$ cat src/rtl/mul_hilo_unit_pkg.sv
// rtl/mul_hilo_unit_pkg.sv - shared encodings for the HI/LO multiply unit
//
// Purpose:
//   State encodings, step count and HI/LO select encodings used by the
//   multiply unit, its bus interface and any datapath that talks to it.
// Contents:
//   md_state_t  IDLE / RUN / FIN state encodings
//   MD_STEPS    number of shift-add steps for the default 32-bit operand
//   SEL_LO      rd_sel / mt_sel value that addresses LO
//   SEL_HI      rd_sel / mt_sel value that addresses HI

package mul_hilo_unit_pkg;

    typedef enum logic [1:0] {
        MD_IDLE = 2'd0,
        MD_RUN  = 2'd1,
        MD_FIN  = 2'd2
    } md_state_t;

    localparam int MD_STEPS = 32;

    localparam logic SEL_LO = 1'b0;
    localparam logic SEL_HI = 1'b1;

endpackage

$ cat src/rtl/mul_hilo_unit_if.sv
// rtl/mul_hilo_unit_if.sv - datapath-side bus of the HI/LO multiply unit
//
// Purpose:
//   Groups the multiply request, MFHI/MFLO read, MTHI/MTLO write and
//   status signals between the datapath (master) and the unit (slave).
// Signals:
//   start, is_signed, a, b   multiply request and operands
//   rd_en, rd_sel, rd_data   HI/LO read port (rd_data is combinational)
//   mt_we, mt_sel, mt_data   HI/LO write port
//   busy, done, stall        unit status towards the pipeline

interface mul_hilo_unit_if #(
    parameter int WIDTH = 32
);

    logic             start;
    logic             is_signed;
    logic [WIDTH-1:0] a;
    logic [WIDTH-1:0] b;
    logic             rd_en;
    logic             rd_sel;
    logic [WIDTH-1:0] rd_data;
    logic             mt_we;
    logic             mt_sel;
    logic [WIDTH-1:0] mt_data;
    logic             busy;
    logic             done;
    logic             stall;

    modport master (
        output start, is_signed, a, b,
        output rd_en, rd_sel,
        input  rd_data,
        output mt_we, mt_sel, mt_data,
        input  busy, done, stall
    );

    modport slave (
        input  start, is_signed, a, b,
        input  rd_en, rd_sel,
        output rd_data,
        input  mt_we, mt_sel, mt_data,
        output busy, done, stall
    );

endinterface

$ cat src/rtl/mul_hilo_unit_adder.sv
// rtl/mul_hilo_unit_adder.sv - WIDTH-bit adder with carry out for one multiply step
//
// Purpose:
//   Adds the multiplicand into the upper half of the partial product.
// Ports:
//   a, b   in   WIDTH  addends
//   sum    out  WIDTH  a + b modulo 2**WIDTH
//   cout   out  1      carry out of the top bit

module mul_hilo_unit_adder #(
    parameter int WIDTH = 32
) (
    input  logic [WIDTH-1:0] a,
    input  logic [WIDTH-1:0] b,
    output logic [WIDTH-1:0] sum,
    output logic             cout
);

    assign {cout, sum} = {1'b0, a} + {1'b0, b};

endmodule

$ cat src/rtl/mul_hilo_unit.sv
// rtl/mul_hilo_unit.sv - iterative radix-2 multiplier owning the HI/LO registers
//
// Purpose:
//   Serves MULT/MULTU requests with a shift-add engine (one multiplier bit
//   per clock) and MFHI/MFLO/MTHI/MTLO accesses. The product lands in
//   {HI,LO} 33 edges after the accepting edge; stall tells the datapath to
//   hold any instruction that touches the unit while it is busy.
// Ports:
//   clk    in     system clock, rising edge
//   reset  in     synchronous, active-high; discards an in-flight multiply
//   bus    slave  start/is_signed/a/b, rd_en/rd_sel/rd_data,
//                 mt_we/mt_sel/mt_data, busy/done/stall

module mul_hilo_unit
    import mul_hilo_unit_pkg::*;
#(
    parameter int WIDTH = MD_STEPS
) (
    input  logic           clk,
    input  logic           reset,
    mul_hilo_unit_if.slave bus
);

    localparam int CNT_W = (WIDTH > 1) ? $clog2(WIDTH) : 1;

    md_state_t          state_q;
    md_state_t          state_d;

    logic [WIDTH-1:0]   hi_q;
    logic [WIDTH-1:0]   lo_q;
    logic [WIDTH-1:0]   mcand_q;
    logic [WIDTH-1:0]   mplier_q;
    logic [2*WIDTH-1:0] acc_q;
    logic [2*WIDTH-1:0] acc_step;
    logic [2*WIDTH-1:0] result;
    logic               neg_q;
    logic [CNT_W-1:0]   count_q;
    logic               done_q;

    logic [WIDTH-1:0]   add_sum;
    logic               add_cout;
    logic               last_step;
    logic               busy;

    // Unsigned magnitude of an operand. The most negative value negates to
    // itself, which read as unsigned is exactly its magnitude.
    function automatic logic [WIDTH-1:0] magnitude(input logic [WIDTH-1:0] v,
                                                   input logic             sgn);
        return (sgn && v[WIDTH-1]) ? -v : v;
    endfunction

    mul_hilo_unit_adder #(
        .WIDTH (WIDTH)
    ) u_adder (
        .a    (acc_q[2*WIDTH-1:WIDTH]),
        .b    (mcand_q),
        .sum  (add_sum),
        .cout (add_cout)
    );

    // One shift-add step: optionally add the multiplicand into the upper
    // half, then shift {carry, acc} right by one so the carry is kept.
    always_comb begin
        acc_step = {1'b0, acc_q[2*WIDTH-1:1]};
        if (mplier_q[0]) begin
            acc_step = {add_cout, add_sum, acc_q[WIDTH-1:1]};
        end
    end

    assign last_step = (count_q == CNT_W'(WIDTH - 1));
    assign result    = neg_q ? -acc_q : acc_q;

    always_ff @(posedge clk) begin
        if (reset) begin
            state_q <= MD_IDLE;
        end else begin
            state_q <= state_d;
        end
    end

    always_comb begin
        state_d = state_q;
        busy    = 1'b0;
        case (state_q)
            MD_IDLE: begin
                if (bus.start) begin
                    state_d = MD_RUN;
                end
            end
            MD_RUN: begin
                busy = 1'b1;
                if (last_step) begin
                    state_d = MD_FIN;
                end
            end
            MD_FIN: begin
                busy    = 1'b1;
                state_d = MD_IDLE;
            end
            default: begin
                state_d = MD_IDLE;
            end
        endcase
    end

    always_ff @(posedge clk) begin
        if (reset) begin
            hi_q     <= '0;
            lo_q     <= '0;
            mcand_q  <= '0;
            mplier_q <= '0;
            acc_q    <= '0;
            neg_q    <= 1'b0;
            count_q  <= '0;
            done_q   <= 1'b0;
        end else begin
            done_q <= (state_q == MD_FIN);
            case (state_q)
                MD_IDLE: begin
                    // A start takes priority over a same-cycle MT write.
                    if (bus.start) begin
                        mcand_q  <= magnitude(bus.a, bus.is_signed);
                        mplier_q <= magnitude(bus.b, bus.is_signed);
                        neg_q    <= bus.is_signed & (bus.a[WIDTH-1] ^ bus.b[WIDTH-1]);
                        acc_q    <= '0;
                        count_q  <= '0;
                    end else if (bus.mt_we) begin
                        if (bus.mt_sel == SEL_HI) begin
                            hi_q <= bus.mt_data;
                        end else begin
                            lo_q <= bus.mt_data;
                        end
                    end
                end
                MD_RUN: begin
                    acc_q    <= acc_step;
                    mplier_q <= mplier_q >> 1;
                    count_q  <= count_q + CNT_W'(1);
                end
                MD_FIN: begin
                    {hi_q, lo_q} <= result;
                end
                default: begin
                end
            endcase
        end
    end

    // rd_data always shows the architectural registers, never acc_q, so a
    // stalled reader sees the previous HI/LO rather than a partial product.
    assign bus.rd_data = (bus.rd_sel == SEL_HI) ? hi_q : lo_q;
    assign bus.busy    = busy;
    assign bus.done    = done_q;
    assign bus.stall   = busy & (bus.start | bus.rd_en | bus.mt_we);

endmodule

$ cat src/flat_wrapper.sv
// flat-port wrapper written by rule: the top's interface ports become plain ports
module mul_hilo_unit_flat import mul_hilo_unit_pkg::*;
#(
    parameter int WIDTH = MD_STEPS
)
  (clk, reset, bus_start, bus_is_signed, bus_a, bus_b, bus_rd_en, bus_rd_sel, bus_rd_data, bus_mt_we, bus_mt_sel, bus_mt_data, bus_busy, bus_done, bus_stall);
  mul_hilo_unit_if #(.WIDTH(WIDTH)) bus_i ();
  input  logic clk;
  input  logic reset;
  input wire logic [$bits(bus_i.start)-1:0] bus_start;
  input wire logic [$bits(bus_i.is_signed)-1:0] bus_is_signed;
  input wire logic [$bits(bus_i.a)-1:0] bus_a;
  input wire logic [$bits(bus_i.b)-1:0] bus_b;
  input wire logic [$bits(bus_i.rd_en)-1:0] bus_rd_en;
  input wire logic [$bits(bus_i.rd_sel)-1:0] bus_rd_sel;
  output wire logic [$bits(bus_i.rd_data)-1:0] bus_rd_data;
  input wire logic [$bits(bus_i.mt_we)-1:0] bus_mt_we;
  input wire logic [$bits(bus_i.mt_sel)-1:0] bus_mt_sel;
  input wire logic [$bits(bus_i.mt_data)-1:0] bus_mt_data;
  output wire logic [$bits(bus_i.busy)-1:0] bus_busy;
  output wire logic [$bits(bus_i.done)-1:0] bus_done;
  output wire logic [$bits(bus_i.stall)-1:0] bus_stall;
  assign bus_i.start = bus_start;
  assign bus_i.is_signed = bus_is_signed;
  assign bus_i.a = bus_a;
  assign bus_i.b = bus_b;
  assign bus_i.rd_en = bus_rd_en;
  assign bus_i.rd_sel = bus_rd_sel;
  assign bus_rd_data = bus_i.rd_data;
  assign bus_i.mt_we = bus_mt_we;
  assign bus_i.mt_sel = bus_mt_sel;
  assign bus_i.mt_data = bus_mt_data;
  assign bus_busy = bus_i.busy;
  assign bus_done = bus_i.done;
  assign bus_stall = bus_i.stall;
  mul_hilo_unit #(.WIDTH(WIDTH)) u_core (.clk(clk), .reset(reset), .bus(bus_i));
endmodule
$ cat config.mk
export PLATFORM = sky130hd
export DESIGN_NAME = mul_hilo_unit_flat
export DESIGN_NICKNAME = d
export VERILOG_FILES = /design/src/rtl/mul_hilo_unit_pkg.sv /design/src/rtl/mul_hilo_unit_if.sv /design/src/rtl/mul_hilo_unit_adder.sv /design/src/rtl/mul_hilo_unit.sv /design/src/flat_wrapper.sv
export SDC_FILE = /design/constraint.sdc
export NUM_CORES = 1
export LEC_CHECK = 0
export ABC_AREA = 1
export CORE_MARGIN = 2
export CORE_UTILIZATION = 40
export DETAILED_ROUTE_END_ITERATION = 6
export SYNTH_ARGS = -nofsm -noshare
export SYNTH_HDL_FRONTEND = slang
export SYNTH_HIERARCHICAL = 1
export SYNTH_SLANG_ARGS = --single-unit
$ cat constraint.sdc
create_clock -name clk -period 1.93 [get_ports clk]
set_input_delay 0.386 -clock clk [delete_from_list [all_inputs] [get_ports clk]]
set_output_delay 0.386 -clock clk [all_outputs]
set_load 0.005 [all_outputs]
==> Word-level counts from Yosys, hierarchy flattened <==
Cells that the tools add are included.
{ "op_classes": {"n_addsub": 5, "n_eq_ne": 9, "n_mux": 23, "bitwise_logic": 5, "reduce_logical": 11} }
{ "ops": {"columns": ["operator", "n"], "rows": [
  ["$mux W32", 10],
  ["$mux W64", 3],
  ["$pmux W32 S2", 3],
  ["$pmux W64 S2", 1],
  ["$neg A32 Y32", 2],
  ["$neg A64 Y64", 1],
  ["$add A32 B32 Y33", 1],
  ["$ne A2 B2 Y1 const B", 5],
  ["$pmux W5 S2", 1],
  ["$reduce_and A4 Y1", 2],
  ["$reduce_and A2 Y1", 3],
  ["$add A5 B1 Y5 const B", 1],
  ["$eq A5 B5 Y1 const B", 1],
  ["$mux W5", 1],
  ["$mux W2", 2],
  ["$pmux W2 S2", 1],
  ["$reduce_bool A2 Y1", 2],
  ["$and A1 B1 Y1", 2],
  ["$eq A2 B1 Y1 const B", 1],
  ["$eq A2 B2 Y1 const B", 1],
  ["$logic_and A1 B1 Y1", 2],
  ["$logic_not A2 Y1", 1],
  ["$ne A2 B1 Y1 const B", 1],
  ["$or A1 B1 Y1", 2],
  ["other kinds (3)", 3]
]} }
{ "totals": {"ff_bits": 201, "in_bits": 104, "wordCells": 62} }

==> Longest topological paths before layout <==
{ "logic_depth": {"word_depth": 4, "mapped_depth": 16} }

==> Hierarchy <==
Netlist, hierarchy kept.
{ "by_module_without_submodules": {"columns": ["mod", "n_inst", "cells_each", "area_each_um2", "seq_area_each_um2"], "rows": [
  ["mul_hilo_unit", 1, 2035, 12665.9, 4023.9],
  ["mul_hilo_unit_adder", 1, 505, 2423.6, 0.0]
]} }

==> Worst setup path before layout <==
Ideal clock, no wire load.
{ "synth_timing": {"kind": "register -> register", "start": "reg u_core.acc_q[32]", "end": "reg u_core.acc_q[59]", "setup_time_ns": 0.132, "t_arrival_ns": 1.869, "required_ns": 1.798, "slack_ns": -0.071, "stages_incl_launch_ff": 17, "synth_period_minus_slack_ns": 2.001, "path_cell_list": "dfxtp_1 ha_1 fa_1 nand3_1 nand3_1 nand2_1 nand2_2 nand2_2 nand2_2 nand2_1 nand2_1 nand2_1 nand2_1 nand2_1 o21ai_0 nand2_1 a21oi_1"} }
{ "synth_between": {"elab_chain_len": 3} }
{ "synth_rtl": {"columns": ["element", "line_no", "text"], "rows": [
  ["start: declaration", "mul_hilo_unit.sv:33", "logic [2*WIDTH-1:0] acc_q;"],
  ["start signal: assignment", "mul_hilo_unit.sv:136", "acc_q <= acc_step;"],
  ["$add A32 B32 Y33", "mul_hilo_unit_adder.sv:19", "assign {cout, sum} = {1'b0, a} + {1'b0, b};"],
  ["via u_core.add_sum[28]", "mul_hilo_unit.sv:40", "logic [WIDTH-1:0] add_sum;"],
  ["$mux W64", "mul_hilo_unit.sv:65", "if (mplier_q[0]) begin"],
  ["$pmux W64 S2", "mul_hilo_unit.sv:118", "case (state_q)"]
]} }
The timed path passes the listed nets, and every way through them passes these cells.
A chain may end at the register's enable or synchronous reset.

==> Worst setup path in the final report <==
{ "layout_timing": {"start": "reg u_core.mcand_q[0]", "end": "reg u_core.acc_q[39]"} }
{ "layout_between": {"elab_chain_len": 3} }
{ "layout_rtl": {"columns": ["element", "line_no", "text"], "rows": [
  ["start: declaration", "mul_hilo_unit.sv:31", "logic [WIDTH-1:0] mcand_q;"],
  ["start signal: assignment", "mul_hilo_unit.sv:122", "mcand_q <= magnitude(bus.a, bus.is_signed);"],
  ["$add A32 B32 Y33", "mul_hilo_unit_adder.sv:19", null],
  ["via u_core.add_sum[8]", "mul_hilo_unit.sv:40", null],
  ["$mux W64", "mul_hilo_unit.sv:65", null],
  ["$pmux W64 S2", "mul_hilo_unit.sv:118", null]
]} }
The timed path passes the listed nets, and every way through them passes these cells.

==> results.ini <==
[timing]
worst_slew_pin_slew_ns = 0.537
final.setup.tns_ns = -0.485
max_slew_margin_pct = 63.8
hold_slack_ns = 0.345
rsz0062_at_grt = yes
layout_min_cycle_time_ns = 2.05
period_share_pct = 106
worst_slack_ns = -0.124
skew_ns = 0.0134
fmax_mhz = 487
hold_viol_final = 0
slew_violations = 0
setup_violations = 9

[logic_synthesis]
synth-seq-cells = 201
synthSimpleGateAreaFrac_pct = 36.9
synth_flop_cell = dfxtp_1
synth_edf_count = 0
synthesis.area_um2 = 15100
yosysSeqAreaShare_pct = 26.7
yosys.area_share.adder_pct = 3.45
syn_area_per_cell_um2 = 5.94
synth_top_family_by_area = simple AND/OR/NAND/NOR gates
async_reset_ff_share_pct = 0
synth_warnings = 6
netlist-cell-type-count = 53
syn-num-nets = 2685
synth_mux_area_share_pct = 2.16
synthXorXnorAreaFrac_pct = 2.21
syn-instance-count = 2540
synth_compound_area_share_pct = 17.7

[min_path]
min_path_type = primary input to register
holdCritStartpoint = reset

[worst_setup_path]
cp_slowest_cell = fa_2
r2r-start = u_core/mcand_q[0]$_SDFFE_PP0P_
endpoint_kind = register
path_max_fanout = 4
path_cells = ha_4, fa_2, nand3_2, nand3_2, nand2_2, nand2_4, buf_4, buf_4, xor2_2, nand2_1, o21ai_0, nand2_1, a21oi_1
cp_num_buf_inv = 2
crit_type = register to register
cp-startpoint = u_core/mcand_q[0]$_SDFFE_PP0P_
crit_arrival_ns = 2.49
required_ns = 2.37
start_kind = register
path_delay_family = adder cells
max_stage_delay_ns = 0.38

[layout]
final_nets = 3046
drive_above_1_share_pct = 24.8
diodes = 0
syn2layout_area_growth_pct = 41.1
fillCellCount = 3711

[die]
rows = 71
core-area_um2 = 37400
die_h_um = 198
io_pins = 139
die-area_um2 = 39300
die_w_um = 198
start_util_pct = 40.3

[cts]
cts_buffer_depth = 3
cts_root_buffer = clkbuf_16
clk_pin_slew_worst_paths_ns = 0.06
clock-sinks = 201
clk_latency_ns = 0.52
postCtsHoldBufs = 0
tritoncts = built
cts_max_level = 1
cts_buffers = 23

[power_and_ir_drop]
pwr-share-seq_pct = 36.7
power.net_switching_mw = 4.60
p_int_mw = 9.25
sw_frac_of_total_pct = 33.2
clkPwrFrac_pct = 32.0
p_comb_share_pct = 31.3
power.density_nw_per_um2 = 650
leakage_nw = 10.3
peakVddDrop_mv = 0.534

[global_routing]
overflow = 0
grt_start_max_net_pins = 70
antenna_found_initial = 1
grt_usage_pct = 28.1
first_global_vias = 16700
grt_pass1_wl_um = 86900

[detailed_routing]
ant_nets = 0
drc = 0
dr_total_vias = 17800
wl_per_cell_um = 16.5
totalWireLength_um = 56500
routed_via_density = 5.19
firstDrtPassIters = 5
drt-initial-drc-count = 1287

[place]
place.gp.congestion = 0.951
portBuffers = 138
dpl.hpwl_um = 43700

[job]
drv_cap = 0

[outcome]
violations = setup timing
status = complete, but fails checks

## registers in the layout, indices dropped and copies added (netlist names)
register / count
u_core/count_q: 5
u_core/state_q: 2
u_core/mplier_q: 32
u_core/lo_q: 32
u_core/bus.done: 1
u_core/neg_q: 1
u_core/hi_q: 32
u_core/mcand_q: 32
u_core/acc_q: 64
## path summary, 6_finish.rpt
check / cells after the start / end / slack (ns)
min reg2reg: 2 / u_core/lo_q[0]$_SDFFE_PP0P_ / 0.46
max: 13 / u_core/acc_q[39]$_SDFFE_PP0P_ / -0.12
min: 3 / u_core/bus.done$_SDFF_PP0_ / 0.35
max reg2reg: 13 / u_core/acc_q[39]$_SDFFE_PP0P_ / -0.12
## cell families (layout without fill, tap and decap cells)
group,after synthesis,in the layout
buf+inv,419,795
simple gates,1313,1313
flops,201,201
compound gates,499,499
mux,29,29
xor+xnor,38,38
fa+ha+maj,41,41
## worst reg2reg max path, delay by kind of cell, from the launching register on
kind / cells / cell delay [ns]
compound gates: 2 / 0.21
flops: 1 / 0.37
xor+xnor: 1 / 0.12
buf+inv: 2 / 0.26
simple gates: 6 / 0.45
fa+ha+maj: 2 / 0.56
## area by class of cell
cell class                      instances  area (um^2)  share of cell area (%)
Clock buffer                           31          656                    3.08
Clock inverter                          9          104                   0.488
Timing Repair Buffer                  439         3940                    18.5
Tap cell                              511          639                    3.00
Multi-Input combinational cell       1920        10600                    49.8
Inverter                              316         1200                    5.63
Sequential cell                       201         4150                    19.5
## power groups by stage
stage	logic, mW	registers (mW)	clock network (mW)
2_1_floorplan	2.26	4.86	0
3_3_place_gp	4.04	5.08	0
3_5_place_dp	4.10	5.07	0
4_1_cts	4.16	5.05	4.50
5_1_grt	4.75	5.11	4.66
6_report	4.34	5.08	4.43
## Yosys cell counts (all sizes together) (22+ instances only)
cell type / instances / area [um^2]
nand3: 203 / 1050
o21ai: 185 / 978
xor2: 35 / 307
a21oi: 261 / 1310
inv: 316 / 1190
nand4: 22 / 144
nand2: 758 / 2920
clkbuf: 53 / 199
nor2: 288 / 1170
ha: 40 / 500
mux2: 29 / 327
buf: 50 / 258
dfxtp: 201 / 4020
## per-layer routing
layer	global-route usage [%]	vias to the layer above	wire (um)
li1	-	8905	-
met4	11.0	0	2140
met3	3.71	104	3430
met5	0	-	0
met1	37.5	8225	24900
met2	45.9	541	26000
## metrics by stage
stage                     area (um^2)  utilization (%)  worst slack [ns]  power, mW  std cells
after detailed placement        19100             51.0            -0.393       9.17       3370
after global placement          19100             51.0            -0.391       9.12       3370
after CTS                       20400             54.6           -0.0904       13.7       3416
after global routing            21300             56.9            -0.236       14.5       3427
final                           21300             56.9            -0.124       13.8       3427
after floorplan                 15100                -            0.0298       7.13       2540
## repair_timing
item                       CTS  global route
pin swaps                   19            85
buffers inserted             4            11
cloned                       2             0
resized for setup          159           238
setup endpoints to repair   74            66
## cells in the final DEF (no fill, tap or decap), drive strengths merged, types with 3 or more instances in the layout
master / netlist / final
o211ai: 9 / 9
xnor2: 3 / 3
ha: 40 / 40
nand3b: 12 / 12
mux2: 29 / 29
a31oi: 18 / 18
nand2: 758 / 758
or2: 9 / 9
dlygate4sd2: 0 / 31
clkbuf: 53 / 32
nor2: 288 / 288
clkinv: 0 / 5
nor3: 17 / 17
clkdlybuf4s50: 0 / 102
o21bai: 6 / 6
nand4: 22 / 22
o21ai: 185 / 185
o22ai: 11 / 11
xor2: 35 / 35
inv: 316 / 316
dfxtp: 201 / 201
nand3: 203 / 203
buf: 50 / 303
a21oi: 261 / 261
(Power assumes the default switching activity.)
